## src/rtl/glitch_wb_master_pkg.sv

```systemverilog
// Shared definitions for the glitch engine Wishbone initiator: register map
// of the glitch configuration slave and the initiator's FSM states.
package glitch_wb_master_pkg;

   // Glitch configuration slave register map (4-bit byte addresses).
   localparam logic [3:0] GLITCH_STATUS  = 4'h0;
   localparam logic [3:0] GLITCH_QUEUE_0 = 4'h4;
   localparam logic [3:0] GLITCH_QUEUE_1 = 4'h5;
   localparam logic [3:0] GLITCH_QUEUE_2 = 4'h6;
   localparam logic [3:0] GLITCH_QUEUE_3 = 4'h7;

   typedef enum logic [2:0] {
      GLITCH_WBM_IDLE,
      GLITCH_WBM_STB,
      GLITCH_WBM_WAIT,
      GLITCH_WBM_PSTB,
      GLITCH_WBM_PWAIT
   } wbm_state_e;

   // Queue register address for entry byte idx.
   function automatic logic [3:0] queue_adr(input logic [1:0] idx);
      case (idx)
         2'd0:    return GLITCH_QUEUE_0;
         2'd1:    return GLITCH_QUEUE_1;
         2'd2:    return GLITCH_QUEUE_2;
         default: return GLITCH_QUEUE_3;
      endcase
   endfunction

endpackage

```

## src/rtl/glitch_wb_master_if.sv

```systemverilog
// 8-bit Wishbone link between the glitch initiator and the glitch
// configuration slave. Signal names are from the initiator's point of view.
interface glitch_wb_master_if;

   logic [3:0] wb_adr_o;
   logic [7:0] wb_dat_o;
   logic       wb_we_o;
   logic       wb_stb_o;
   logic [7:0] wb_dat_i;
   logic       wb_ack_i;

   modport master (
      output wb_adr_o, wb_dat_o, wb_we_o, wb_stb_o,
      input  wb_dat_i, wb_ack_i
   );

   modport slave (
      input  wb_adr_o, wb_dat_o, wb_we_o, wb_stb_o,
      output wb_dat_i, wb_ack_i
   );

endinterface

```

## src/rtl/glitch_wb_master.sv

```systemverilog
// Wishbone initiator for the glitch engine configuration slave. Serialises
// 32-bit glitch entries into four byte writes to GLITCH_QUEUE_0..3, retries
// the QUEUE_3 write while the slave FIFO is full, and periodically polls
// GLITCH_STATUS to mirror the engine ready bit.
module glitch_wb_master
   import glitch_wb_master_pkg::*;
#(
   parameter int unsigned ACK_TIMEOUT = 4,
   parameter int unsigned MAX_RETRIES = 255,
   parameter int unsigned POLL_PERIOD = 1024
) (
   input  logic                      clk_i,
   input  logic                      rst_ni,
   input  logic                      cmd_valid_i,
   input  logic [31:0]               cmd_data_i,
   output logic                      cmd_ready_o,
   output logic                      done_o,
   output logic                      err_o,
   output logic                      busy_o,
   output logic                      status_ready_o,
   glitch_wb_master_if.master        wb
);

   localparam bit              POLL_EN     = (POLL_PERIOD != 0);
   localparam int unsigned     IDLE_W      = POLL_EN ? $clog2(POLL_PERIOD + 1) : 1;
   localparam logic [IDLE_W-1:0] POLL_LAST = POLL_EN ? IDLE_W'(POLL_PERIOD - 1) : '0;
   localparam logic [3:0]      TMO_LAST    = 4'(ACK_TIMEOUT - 1);
   localparam logic [8:0]      RETRY_LIMIT = 9'(MAX_RETRIES);

   wbm_state_e        r_state, w_state;
   logic [31:0]       r_entry, w_entry;
   logic [1:0]        r_idx, w_idx;
   logic [3:0]        r_tmo, w_tmo;
   logic [7:0]        r_retry, w_retry;
   logic [IDLE_W-1:0] r_idle, w_idle;
   logic [3:0]        r_adr, w_adr;
   logic [7:0]        r_dat, w_dat;
   logic              r_we, w_we;
   logic              r_ready, w_ready;
   logic              r_done, w_done;
   logic              r_err, w_err;
   logic              r_status, w_status;

   logic [1:0]        w_nidx;
   logic              w_tmo_hit;
   logic              w_retry_last;
   logic              w_rd_bit;

   assign w_nidx       = r_idx + 2'd1;
   assign w_tmo_hit    = (r_tmo == TMO_LAST);
   assign w_retry_last = (MAX_RETRIES != 0) && (({1'b0, r_retry} + 9'd1) == RETRY_LIMIT);
   assign w_rd_bit     = ((wb.wb_dat_i & 8'h01) != 8'h00);

   // State, counters, bus fields and output pulses.
   always_ff @(posedge clk_i or negedge rst_ni) begin
      if (!rst_ni) begin
         r_state  <= GLITCH_WBM_IDLE;
         r_entry  <= '0;
         r_idx    <= '0;
         r_tmo    <= '0;
         r_retry  <= '0;
         r_idle   <= '0;
         r_adr    <= '0;
         r_dat    <= '0;
         r_we     <= 1'b0;
         r_ready  <= 1'b0;
         r_done   <= 1'b0;
         r_err    <= 1'b0;
         r_status <= 1'b0;
      end else begin
         r_state  <= w_state;
         r_entry  <= w_entry;
         r_idx    <= w_idx;
         r_tmo    <= w_tmo;
         r_retry  <= w_retry;
         r_idle   <= w_idle;
         r_adr    <= w_adr;
         r_dat    <= w_dat;
         r_we     <= w_we;
         r_ready  <= w_ready;
         r_done   <= w_done;
         r_err    <= w_err;
         r_status <= w_status;
      end
   end

   // Next-state logic; bus fields are loaded on entry to STB/PSTB so they
   // stay stable for the whole strobe/wait window.
   always_comb begin
      w_state  = r_state;
      w_entry  = r_entry;
      w_idx    = r_idx;
      w_tmo    = r_tmo;
      w_retry  = r_retry;
      w_idle   = r_idle;
      w_adr    = r_adr;
      w_dat    = r_dat;
      w_we     = r_we;
      w_status = r_status;
      w_done   = 1'b0;
      w_err    = 1'b0;

      case (r_state)
         GLITCH_WBM_IDLE: begin
            if (POLL_EN && (r_idle == POLL_LAST)) begin
               w_state = GLITCH_WBM_PSTB;
               w_idle  = '0;
               w_adr   = GLITCH_STATUS;
               w_dat   = '0;
               w_we    = 1'b0;
            end else if (cmd_valid_i && r_ready) begin
               w_state = GLITCH_WBM_STB;
               w_idle  = '0;
               w_entry = cmd_data_i;
               w_idx   = '0;
               w_retry = '0;
               w_adr   = queue_adr(2'd0);
               w_dat   = cmd_data_i[7:0];
               w_we    = 1'b1;
            end else if (POLL_EN) begin
               w_idle = r_idle + 1'b1;
            end
         end

         GLITCH_WBM_STB: begin
            w_state = GLITCH_WBM_WAIT;
            w_tmo   = '0;
         end

         GLITCH_WBM_WAIT: begin
            if (wb.wb_ack_i) begin
               if (r_idx == 2'd3) begin
                  w_done  = 1'b1;
                  w_state = GLITCH_WBM_IDLE;
               end else begin
                  w_idx   = w_nidx;
                  w_adr   = queue_adr(w_nidx);
                  w_dat   = r_entry[{w_nidx, 3'b000} +: 8];
                  w_state = GLITCH_WBM_STB;
               end
            end else if (w_tmo_hit) begin
               if (r_idx != 2'd3 || w_retry_last) begin
                  w_err   = 1'b1;
                  w_state = GLITCH_WBM_IDLE;
               end else begin
                  // Re-strobe QUEUE_3 only; address and data are still held.
                  w_retry = (r_retry == 8'hFF) ? r_retry : r_retry + 8'd1;
                  w_state = GLITCH_WBM_STB;
               end
            end else begin
               w_tmo = r_tmo + 4'd1;
            end
         end

         GLITCH_WBM_PSTB: begin
            w_state = GLITCH_WBM_PWAIT;
            w_tmo   = '0;
         end

         GLITCH_WBM_PWAIT: begin
            if (wb.wb_ack_i) begin
               w_status = w_rd_bit;
               w_state  = GLITCH_WBM_IDLE;
            end else if (w_tmo_hit) begin
               w_err   = 1'b1;
               w_state = GLITCH_WBM_IDLE;
            end else begin
               w_tmo = r_tmo + 4'd1;
            end
         end

         default: w_state = GLITCH_WBM_IDLE;
      endcase

      // Ready is registered: look ahead so it is already low on a poll-due cycle.
      w_ready = (w_state == GLITCH_WBM_IDLE) && !(POLL_EN && (w_idle == POLL_LAST));
   end

   assign cmd_ready_o    = r_ready;
   assign done_o         = r_done;
   assign err_o          = r_err;
   assign status_ready_o = r_status;
   assign busy_o         = (r_state != GLITCH_WBM_IDLE);

   assign wb.wb_adr_o = r_adr;
   assign wb.wb_dat_o = r_dat;
   assign wb.wb_we_o  = r_we;
   assign wb.wb_stb_o = (r_state == GLITCH_WBM_STB) || (r_state == GLITCH_WBM_PSTB);

endmodule

```

## src/flat_wrapper.sv

```systemverilog
// flat-port wrapper written by rule: the top's interface ports become plain ports
module glitch_wb_master_flat import glitch_wb_master_pkg::*;
#(
   parameter int unsigned ACK_TIMEOUT = 4,
   parameter int unsigned MAX_RETRIES = 255,
   parameter int unsigned POLL_PERIOD = 1024
)
  (clk_i, rst_ni, cmd_valid_i, cmd_data_i, cmd_ready_o, done_o, err_o, busy_o, status_ready_o, wb_wb_adr_o, wb_wb_dat_o, wb_wb_we_o, wb_wb_stb_o, wb_wb_dat_i, wb_wb_ack_i);
  glitch_wb_master_if wb_i ();
  input  logic clk_i;
  input  logic rst_ni;
  input  logic cmd_valid_i;
  input  logic [31:0] cmd_data_i;
  output logic cmd_ready_o;
  output logic done_o;
  output logic err_o;
  output logic busy_o;
  output logic status_ready_o;
  output wire logic [$bits(wb_i.wb_adr_o)-1:0] wb_wb_adr_o;
  output wire logic [$bits(wb_i.wb_dat_o)-1:0] wb_wb_dat_o;
  output wire logic [$bits(wb_i.wb_we_o)-1:0] wb_wb_we_o;
  output wire logic [$bits(wb_i.wb_stb_o)-1:0] wb_wb_stb_o;
  input wire logic [$bits(wb_i.wb_dat_i)-1:0] wb_wb_dat_i;
  input wire logic [$bits(wb_i.wb_ack_i)-1:0] wb_wb_ack_i;
  assign wb_wb_adr_o = wb_i.wb_adr_o;
  assign wb_wb_dat_o = wb_i.wb_dat_o;
  assign wb_wb_we_o = wb_i.wb_we_o;
  assign wb_wb_stb_o = wb_i.wb_stb_o;
  assign wb_i.wb_dat_i = wb_wb_dat_i;
  assign wb_i.wb_ack_i = wb_wb_ack_i;
  glitch_wb_master #(.ACK_TIMEOUT(ACK_TIMEOUT), .MAX_RETRIES(MAX_RETRIES), .POLL_PERIOD(POLL_PERIOD)) u_core (.clk_i(clk_i), .rst_ni(rst_ni), .cmd_valid_i(cmd_valid_i), .cmd_data_i(cmd_data_i), .cmd_ready_o(cmd_ready_o), .done_o(done_o), .err_o(err_o), .busy_o(busy_o), .status_ready_o(status_ready_o), .wb(wb_i));
endmodule
```

## config.mk

```make
export PLATFORM = sky130hd
export DESIGN_NAME = glitch_wb_master_flat
export DESIGN_NICKNAME = d
export VERILOG_FILES = /design/src/rtl/glitch_wb_master_pkg.sv /design/src/rtl/glitch_wb_master_if.sv /design/src/rtl/glitch_wb_master.sv /design/src/flat_wrapper.sv
export SDC_FILE = /design/constraint.sdc
export NUM_CORES = 1
export LEC_CHECK = 0
export CORE_ASPECT_RATIO = 0.7
export CORE_UTILIZATION = 35
export DETAILED_ROUTE_END_ITERATION = 8
export GPL_ROUTABILITY_DRIVEN = 0
export GPL_TIMING_DRIVEN = 0
export PLACE_DENSITY = 0.54
export SYNTH_ARGS = -nofsm -noshare
export SYNTH_HDL_FRONTEND = slang
export SYNTH_SLANG_ARGS = --single-unit
```

## constraint.sdc

```tcl
create_clock -name clk_i -period 3 [get_ports clk_i]
set_input_delay 0.45 -clock clk_i [delete_from_list [all_inputs] [get_ports clk_i]]
set_output_delay 0.45 -clock clk_i [all_outputs]
set_load 0.01 [all_outputs]
```

==> results.txt <==
----------------------------------------------------
[Floorplan]
  Horizontal die dimension ... 130 µm
  Core Area ... 0.0111 mm²
  Initial core utilization ... 36.3%
  I/O pin cnt ... 63
  Total die area ... 0.0120 mm²
  Std cell rows ... 32
  Overall die height ... 91.8 µm

[Critical path]
  Arr. time, crit path ... 2.40 ns
  Largest delay share family, worst path ... buffers and inverters
  Worst reg2reg path startpoint ... u_core.r_state[0]
  Depth of the most critical reg-to-reg path ... 7
  Delay contributed by the slowest stage of the critical path ... 0.51 ns
  WS Path Type ... reg -> out
  Required time at the worst-slack endpoint ... 2.55 ns
  Crit path capture type ... output port
  Total buffers and inverters traversed by the critical path ... 4
  Startpoint kind of the worst setup timing path ... flip-flop
  R2r setup slk ... 0.35 ns
  Critical-path cell with the highest stage delay ... clkdlybuf4s50_1
  Reg2reg end ... u_core.r_retry[3]
  Largest fanout of any net on the critical path ... 10
  Cell-by-cell listing of the critical path ... clkbuf_1 > nor3_2 > inv_1 > clkbuf_2 > clkdlybuf4s50_1

[STA]
  Tightest Pin Transition ... 0.816 ns
  Max-slew violation count ... 0
  Clock period minus final worst setup slack ... 2.85 ns
  Setup TNS ... 0 ns
  Unrepaired setup endpoints after global routing ... no
  Hold slack final ... 0.00934 ns
  Final period utilization ... 95.2%
  Count of endpoints failing setup in the final report ... 0
  Relative slew slack ... 45.5%
  Fin. Hold Viols ... 0
  Highest achievable clock rate ... 350 MHz
  Post-Route Skew ... 0.00784 ns

[Layout]
  Most used cells in the layout excluding fill and tap cells ... 138 x nand2_1, 76 x dfrtp_1, 53 x clkdlybuf4s50_1
  # nets final ... 570
  Fill cell count ... 1112
  Diode count ... 0
  Post-Layout Cell Count ... 678
  Layout cells sized above 1 ... 8.00%
  Most frequent standard cell in the layout excluding fill and tap cells ... nand2_1
  Layout Area Growth over Synthesis ... 26.0%

[Power]
  Sw Ratio ... 38.9%
  Worst voltage drop across the vdd grid ... 0.468 mV
  Proportion of power drawn by combinational gates ... 40.9%
  Switching power ... 0.00186 W
  P per Cell Area ... 940 mW/mm²
  Sequential share of power ... 36.3%
  Internal power summed over all cells ... 0.00292 W
  Static leakage ... 2.22 nW
  Part of the total power dissipated in the clock network ... 22.8%

[Clock network]
  Number of buffers inserted by hold repair at cts ... 0
  Number of sinks handled by clock tree synthesis ... 76
  CTS clock-pin slew for the worst setup and hold paths ... 0.06 ns
  Number of gates resized after cts ... 0
  CTS Buf Count ... 9
  Clk buf depth ... 2
  Worst skew pair latency ... 0.34 ns
  Number of buffers inserted to repair setup after CTS ... 0
  TritonCTS clock tree ... yes
  Clock root buffer master ... clkbuf_16
  CTS H-tree depth ... 3

[Global route]
  Wire length of the first global-routing pass ... 17700 µm
  Number of global-route vias before repair ... 3359
  Total global routing track utilization ... 19.8%
  Maximum number of pins on one net before global-route repair ... 56
  Grt total ovfl ... 0
  Initial antenna violation count ... 0

[Synth]
  Cell Area, Synth ... 0.00404 mm²
  Post-synthesis net count ... 504
  Proportion of synthesized chip area in sequential cells ... 47.1%
  Post-synthesis instance total ... 455
  Share of async-settable or async-resettable flops after synthesis ... 100%
  Total of warnings raised by yosys ... 0
  Synth Flop Type ... dfrtp_1
  FF+latch count, synth ... 76
  Average cell area after synthesis ... 8.87 µm²
  Area fraction of the dominant cell type after synthesis ... 47.1%
  Top cells by area in the synthesized netlist ... dfrtp_1 47%, nand2_1 13%, mux4_2 4.5%
  Number of synthesized flops with an enable pin ... 0
  Top cell type by total area after synthesis ... dfrtp_1
  Post-synth cell types ... 58

[Detailed routing]
  Count of vias placed by the detailed router ... 3485
  Number of search-and-repair iterations in the first detailed-routing pass ... 4
  Detailed Route WL ... 10900 µm
  Routed Antenna Nets ... 0
  Number of remaining DRC errors ... 0
  Drt first-iter violations ... 295
  Average via count per standard cell ... 5.14
  Routed WL per cell ... 16.0 µm

[Placement]
  Count of placed standard cells including taps ... 663
  HPWL reported at the end of detailed placement ... 7620 µm
  Port bufs ... 54

[Min path]
  Worst min-delay path category ... in -> async

[Outcome]
  Outcome ... complete, no violations

[Run]
  Max-cap violations ... 0

----------------------------------------------------
layout make-up:
cell class              count  area (µm²)  share of cell area, %
repair buffers             55         566                   11.1
inverters                   6        22.5                  0.443
multi-input cells         347        2000                   39.3
plain buffers              26         111                   2.19
clock buffers              11         243                   4.77
flip-flops and latches     76        1900                   37.4
well taps                 153         191                   3.76
clock inverters             4        50.0                  0.984
through the flow:
step	worst slack (ns)	util (%)	total power (W)	cell area, µm²
floorplan	0.911	-	0.00298	4040
global placement	-1.42	42.8	0.00367	4770
detailed placement	0.340	43.1	0.00370	4790
CTS	0.110	45.7	0.00482	5080
global route	0.0158	45.7	0.00514	5090
finish	0.145	45.7	0.00478	5090
power by group through the flow:
stage / logic (W) / registers, W / clock network [W]
finish: 0.00195 / 0.00173 / 0.00109
detailed placement: 0.00196 / 0.00174 / 0
global placement: 0.00194 / 0.00173 / 0
floorplan: 0.00128 / 0.00169 / 0
CTS: 0.00197 / 0.00173 / 0.00112
global route: 0.00220 / 0.00179 / 0.00115
sequential cells by signal, summed over array words and instances, names as in the netlist:
signal / cells
u_core.cmd_ready_o: 1
u_core.done_o: 1
u_core.err_o: 1
u_core.r_entry: 32
u_core.r_idle: 11
u_core.r_idx: 2
u_core.r_retry: 8
u_core.r_state: 3
u_core.r_tmo: 4
u_core.status_ready_o: 1
u_core.wb.wb_adr_o: 3
u_core.wb.wb_dat_o: 8
u_core.wb.wb_we_o: 1
metal layers:
metal	up-vias	track usage (%)	wire length, µm
met5	-	0	0
met3	11	5.19	732
met2	79	28.1	4750
met4	0	5.84	102
met1	1682	29.3	5280
li1	1713	-	-
cell usage after synthesis, types with 6 or more instances:
library cell	n
nor3_1	7
clkbuf_1	15
nor2_1	25
inv_1	6
nand3_1	19
nand2_1	138
o21ai_0	28
buf_2	6
dfrtp_1	76
a21oi_1	17
nand2b_1	9
and3_1	12
mux4_2	8
cell families after synthesis:
kind of cell | Yosys count | synth area share (%)
AOI/OAI and AO/OA | 81 | 13.2
xor gates and xnor gates | 4 | 0.868
adders and majority gates | 5 | 1.55
buffers and inverters | 32 | 3.29
DFF | 76 | 47.1
muxes | 13 | 5.77
other | 1 | 0.0929
and+or+nand+nor | 243 | 28.1
how the worst max path moves through the flow:
stage                      start            endpoint  slack [ns]  cells past startpoint
3_5_place_dp         cmd_valid_i   u_core.r_retry[3]        0.34                      7
4_1_cts        u_core.r_state[0]              busy_o        0.11                      5
2_1_floorplan   u_core.r_idle[0]  u_core.cmd_ready_o        0.91                      8
3_3_place_gp              rst_ni    u_core.r_idle[3]       -1.42                      1
6_report       u_core.r_state[0]              busy_o        0.15                      5
5_1_grt        u_core.r_state[0]   u_core.r_retry[3]        0.02                      7
worst register-to-register path, stage by stage, from the launching register on:
cell and delay, ns:
dfrtp_1 0.37, clkbuf_1 0.24, nor3_2 0.48, nand2_1 0.15, nor2_1 0.49, nor2_1 0.28
a2111oi_0 0.43, a21oi_1 0.08
No activity file was read; power rests on OpenSTA's default activity.
==> RTL change 1, RTL diff (config.mk and constraints unchanged) <==
Take the reset off `r_adr` and `r_dat` and load them in a clocked block of their own.
--- a/src/rtl/glitch_wb_master.sv
+++ b/src/rtl/glitch_wb_master.sv
@@ -60,8 +60,6 @@
          r_tmo    <= '0;
          r_retry  <= '0;
          r_idle   <= '0;
-         r_adr    <= '0;
-         r_dat    <= '0;
          r_we     <= 1'b0;
          r_ready  <= 1'b0;
          r_done   <= 1'b0;
@@ -74,14 +72,17 @@
          r_tmo    <= w_tmo;
          r_retry  <= w_retry;
          r_idle   <= w_idle;
-         r_adr    <= w_adr;
-         r_dat    <= w_dat;
          r_we     <= w_we;
          r_ready  <= w_ready;
          r_done   <= w_done;
          r_err    <= w_err;
          r_status <= w_status;
       end
+   end
+
+   always_ff @(posedge clk_i) begin
+      r_adr <= w_adr;
+      r_dat <= w_dat;
    end
 
    // Next-state logic; bus fields are loaded on entry to STB/PSTB so they
Check against the original RTL: differs if rst_ni is asserted again (counterexample within 4 cycles, from zero or initial values and one cycle with rst_ni low); with rst_ni held inactive, the same outputs for 10 cycles.
==> RTL change 1 against the unedited design <==
Sequential share of layout area increased by 1.3 points; worst setup slack improved by 0.012 ns; routed wire length decreased by 13%; first-iteration DRC count decreased by 46%; area after synthesis decreased by 0.53%; sequential power decreased by 3%; cell area decreased by 0.44%; die area decreased by 0.52%; count of clock-buffer cells in the layout decreased by 2; sequential cell count unchanged; power decreased by 0.20%.
==> RTL change 1: results <==
[run_status]
status = finished clean

[global_route]
grt_pass1_vias = 3144
track_usage_pct = 17.7
grt_pass1_wl_um = 16000
use_met3_pct = 4.18
grt_start_max_net_pins = 66
antenna_found_initial = 0
use_met2_pct = 26.5
met1_usage_pct = 25.7

[worst_setup_path]
r2r_slack_ns = 0.53
critPathMaxFanout = 10
r2r_start = u_core.r_idle[0]
r2r_cells = 7
r2r_end = u_core.cmd_ready_o

[clock_network]
cts_max_level = 3
cts-root-buf = clkbuf_16
clockBufferDepth = 2
clk_pin_slew_ns = 0.06
postCtsSetupBuffers = 0
numCtsBuffers = 9

[synthesis]
synth_commonest_cells = dfrtp_1 (65), nand2_1 (42), mux2_1 (24), nand3_1 (21), o21ai_0 (20)
synth.net_count = 412
synth_edf_count = 11
ys_seq_area_share_pct = 48.8
synth_cell_types = 64
synthTopCellsByArea = dfrtp_1 (41%), edfxtp_1 (8.2%), mux2_1 (6.7%)
ys_async_sr_fraction_pct = 85.5

[cells_and_area]
drive_gt1_share_pct = 15.1
diodes = 0
nets = 476
top_regs = u_core.r_entry: 32 flops, u_core.r_idle: 11 flops

[pwr]
internal_power_mw = 3.11
peakVddDrop_uv = 352
p_leak_nw = 2.13

[worst_hold_path]
min_path_type = in2async

[timing]
worstMarginPinSlew_ns = 0.863
hold_ws_ns = 0.219
tns_ns = 0
skew_ns = 0.00804

[route]
vias_per_cell = 5.16
drtIter0Drc = 160
wl_um = 9430
drt-pass1-iter-count = 4

[placed_design]
pre_cts_ws_ns = -0.0953
dp_hpwl_um = 6640
io_buffers = 53
==> RTL change 1: area by class of cell <==
cell class                 count  area (sq um)
clock inverter                 7           100
buffer                        22           131
clock buffer                   9           225
multi-input combinational    255          1900
inverter                       8          32.5
tap                          153           191
sequential                    76          1960
fill                        1047          6030
timing repair buffer          53           528
==> RTL change 1: worst max-delay path, stage by stage (launching register included) <==
cell and delay, ns:
dfrtp_1 0.38, buf_6 0.15, nor3_4 0.41, inv_4 0.13, buf_6 0.18, clkbuf_1 0.25
clkdlybuf4s50_1 0.56
==> RTL change 1: cells by family (layout without fill, tap and decap cells) <==
logic type | Yosys count | count (layout) | share of synthesized area (%)
other | 1 | 1 | 0.0934
multiplexers | 47 | 47 | 15.3
buffers and inverters | 30 | 99 | 4.05
AO/OA/AOI/OAI | 63 | 63 | 10.6
adder cells (fa/ha/maj) | 7 | 7 | 2.18
flip-flops | 76 | 76 | 48.8
XOR/XNOR | 2 | 2 | 0.436
AND/OR/NAND/NOR | 135 | 135 | 18.5
==> RTL change 1: power by group through the flow <==
| stage | Combinational (mW) | Clock (mW) | Sequential, mW |
|---|---|---|---|
| 4_1_cts | 1.93 | 1.21 | 1.68 |
| 3_5_place_dp | 1.92 | 0 | 1.69 |
| 2_1_floorplan | 1.31 | 0 | 1.67 |
| 6_report | 1.92 | 1.18 | 1.68 |
| 3_3_place_gp | 1.90 | 0 | 1.68 |
| 5_1_grt | 2.14 | 1.25 | 1.73 |
==> RTL change 1: timing repair <==
item,4_1_cts,5_1_grt
resized for setup,0,3
setup endpoints to repair,0,7
hold buffers,0,0
==> RTL change 1: through the flow <==
step	cell area (sq um)	cells
after floorplan	4010	361
after global placement	4740	567
after detailed placement	4730	567
after CTS	5060	583
after global routing	5060	583
final	5060	583
==> RTL change 1: worst max path at each step <==
stage                     slack (ns)  depth (start not counted)         startpoint                    end
after floorplan                 0.79                          7    u_core.r_idx[0]  u_core.wb.wb_dat_o[0]
after global placement         -0.88                          1             rst_ni     u_core.r_entry[18]
after detailed placement        -0.1                          7        cmd_valid_i     u_core.cmd_ready_o
after CTS                       0.12                          7   u_core.r_idle[0]     u_core.cmd_ready_o
after global routing          -0.001                          6  u_core.r_state[0]                 busy_o
final                           0.16                          6  u_core.r_state[0]                 busy_o
==> RTL change 1: metal layers <==
layer	routed length [um]	up-vias
met5	0	-
li1	-	1459
met3	372	10
met2	4240	50
met4	59	0
met1	4760	1489
==> RTL change 2, RTL diff (same settings) <==
Made on the original files. `POLL_PERIOD` is set to 1024 in 2 places; all go to 256.
--- a/src/rtl/glitch_wb_master.sv
+++ b/src/rtl/glitch_wb_master.sv
@@ -7,7 +7,7 @@
 #(
    parameter int unsigned ACK_TIMEOUT = 4,
    parameter int unsigned MAX_RETRIES = 255,
-   parameter int unsigned POLL_PERIOD = 1024
+   parameter int unsigned POLL_PERIOD = 256
 ) (
    input  logic                      clk_i,
    input  logic                      rst_ni,
--- a/src/flat_wrapper.sv
+++ b/src/flat_wrapper.sv
@@ -3,7 +3,7 @@
 #(
    parameter int unsigned ACK_TIMEOUT = 4,
    parameter int unsigned MAX_RETRIES = 255,
-   parameter int unsigned POLL_PERIOD = 1024
+   parameter int unsigned POLL_PERIOD = 256
 )
   (clk_i, rst_ni, cmd_valid_i, cmd_data_i, cmd_ready_o, done_o, err_o, busy_o, status_ready_o, wb_wb_adr_o, wb_wb_dat_o, wb_wb_we_o, wb_wb_stb_o, wb_wb_dat_i, wb_wb_ack_i);
   glitch_wb_master_if wb_i ();
Behaviour: no difference found for any inputs over 10 cycles, from zero or initial values and one cycle with rst_ni low; that may be too few to reach the edited logic, so the function may still have changed.
==> RTL change 2 against the unedited design <==
The flow now finishes with violations (design-rule violations); highest routed layer unchanged; routed wire length down 11%; power down 2.4%; final cell count down 9.3%; worst setup slack better by 0.068 ns; area after synthesis down 7.4%; cell area down 5.6%; global-route usage down 0.38 points; critical path type is now reg2reg; critical endpoint is now u_core.wb.wb_adr_o[1]; non-clock buffer count down 1; sequential cell count down 2.
==> RTL change 2: results <==
[synthesis]
synth.net_count = 462
synthTopCellsByArea = dfrtp_1 (50%), nand2_1 (12%), mux4_2 (4.8%)
synth_cell_types = 49
synthCells = 412
ys_seq_area_share_pct = 49.6
synth_commonest_cells = nand2_1 (124), dfrtp_1 (74), a21oi_1 (26), nor2_1 (21), inv_1 (15)

[run_status]
violations = design-rule violations
status = finished with violations

[pwr]
seq_power_share_pct = 35.2
powerClk_mw = 1.16
peakVddDrop_uv = 402
powerDensity_nw_per_um2 = 972

[worst_setup_path]
worst_path_max_delay_cell = dfrtp_1
crit_arrival_ns = 2.99
worst_path_largest_cell_delay_ns = 0.48
r2r_start = u_core.r_idle[0]

[timing]
hold_ws_ns = 0.474

[cells_and_area]
fin_cells = 615
nets = 529
syn_to_final_growth_pct = 28.5
top_regs = u_core.r_entry: 32 flops, u_core.r_idle: 9 flops
drive_gt1_share_pct = 10.1
fill_cells = 1011

[route]
wl_um = 9700
drt-pass1-iter-count = 6
drc = 1
vias_per_cell = 5.08

[placed_design]
dp.cells = 599
dpl-instance-area_sq_um = 4470
pre_cts_ws_ns = -0.170

[worst_hold_path]
min_path_type = reg2reg

[global_route]
grt_start_max_net_pins = 58
use_met3_pct = 4.59
track_usage_pct = 19.4
## RTL change 2: what timing repair did
action | CTS | global route
gates cloned | 0 | 0
endpoints found under the hold margin | 17 | 0
pin swaps | 0 | 0
hold buffers | 1 | 0
setup endpoints to repair | 10 | 11
gates resized for setup | 1 | 3
## RTL change 2: cell type report
| cell class | instances | area share (%) |
|---|---|---|
| Clock buffer | 10 | 4.98 |
| Inverter | 15 | 1.17 |
| Buffer | 24 | 2.45 |
| Multi-Input combinational cell | 299 | 35.7 |
| Clock inverter | 5 | 1.64 |
| Sequential cell | 74 | 38.6 |
| Tap cell | 132 | 3.44 |
| Timing Repair Buffer | 56 | 12.0 |
## RTL change 2: critical path, delay by kind of cell, from the launching register on
kind / cells / cell delay [ns]
compound gates: 2 / 0.22
fa+ha+maj: 2 / 0.60
buf+inv: 2 / 0.62
flops: 1 / 0.48
simple gates: 5 / 0.74
## RTL change 2: worst max path at each step
stage / from / endpoint / slack (ns) / depth (start not counted)
finish: u_core.r_idle[0] / u_core.wb.wb_adr_o[1] / 0.21 / 11
global route: u_core.r_idle[0] / u_core.cmd_ready_o / 0.03 / 10
CTS: u_core.r_idle[0] / u_core.wb.wb_adr_o[1] / 0.09 / 11
detailed placement: u_core.r_idle[0] / u_core.wb.wb_dat_o[2] / -0.17 / 11
global placement: rst_ni / u_core.r_idle[6] / -1.27 / 1
floorplan: u_core.r_idle[0] / u_core.wb.wb_adr_o[0] / 0.64 / 11
## RTL change 2: kinds of logic after synthesis
family	share of synthesized area [%]
AO/OA/AOI/OAI	11.7
other	0.100
AND/OR/NAND/NOR	24.2
XOR/XNOR	1.41
multiplexers	6.47
buffers and inverters	4.56
adder cells (fa/ha/maj)	2.01
flip-flops	49.6
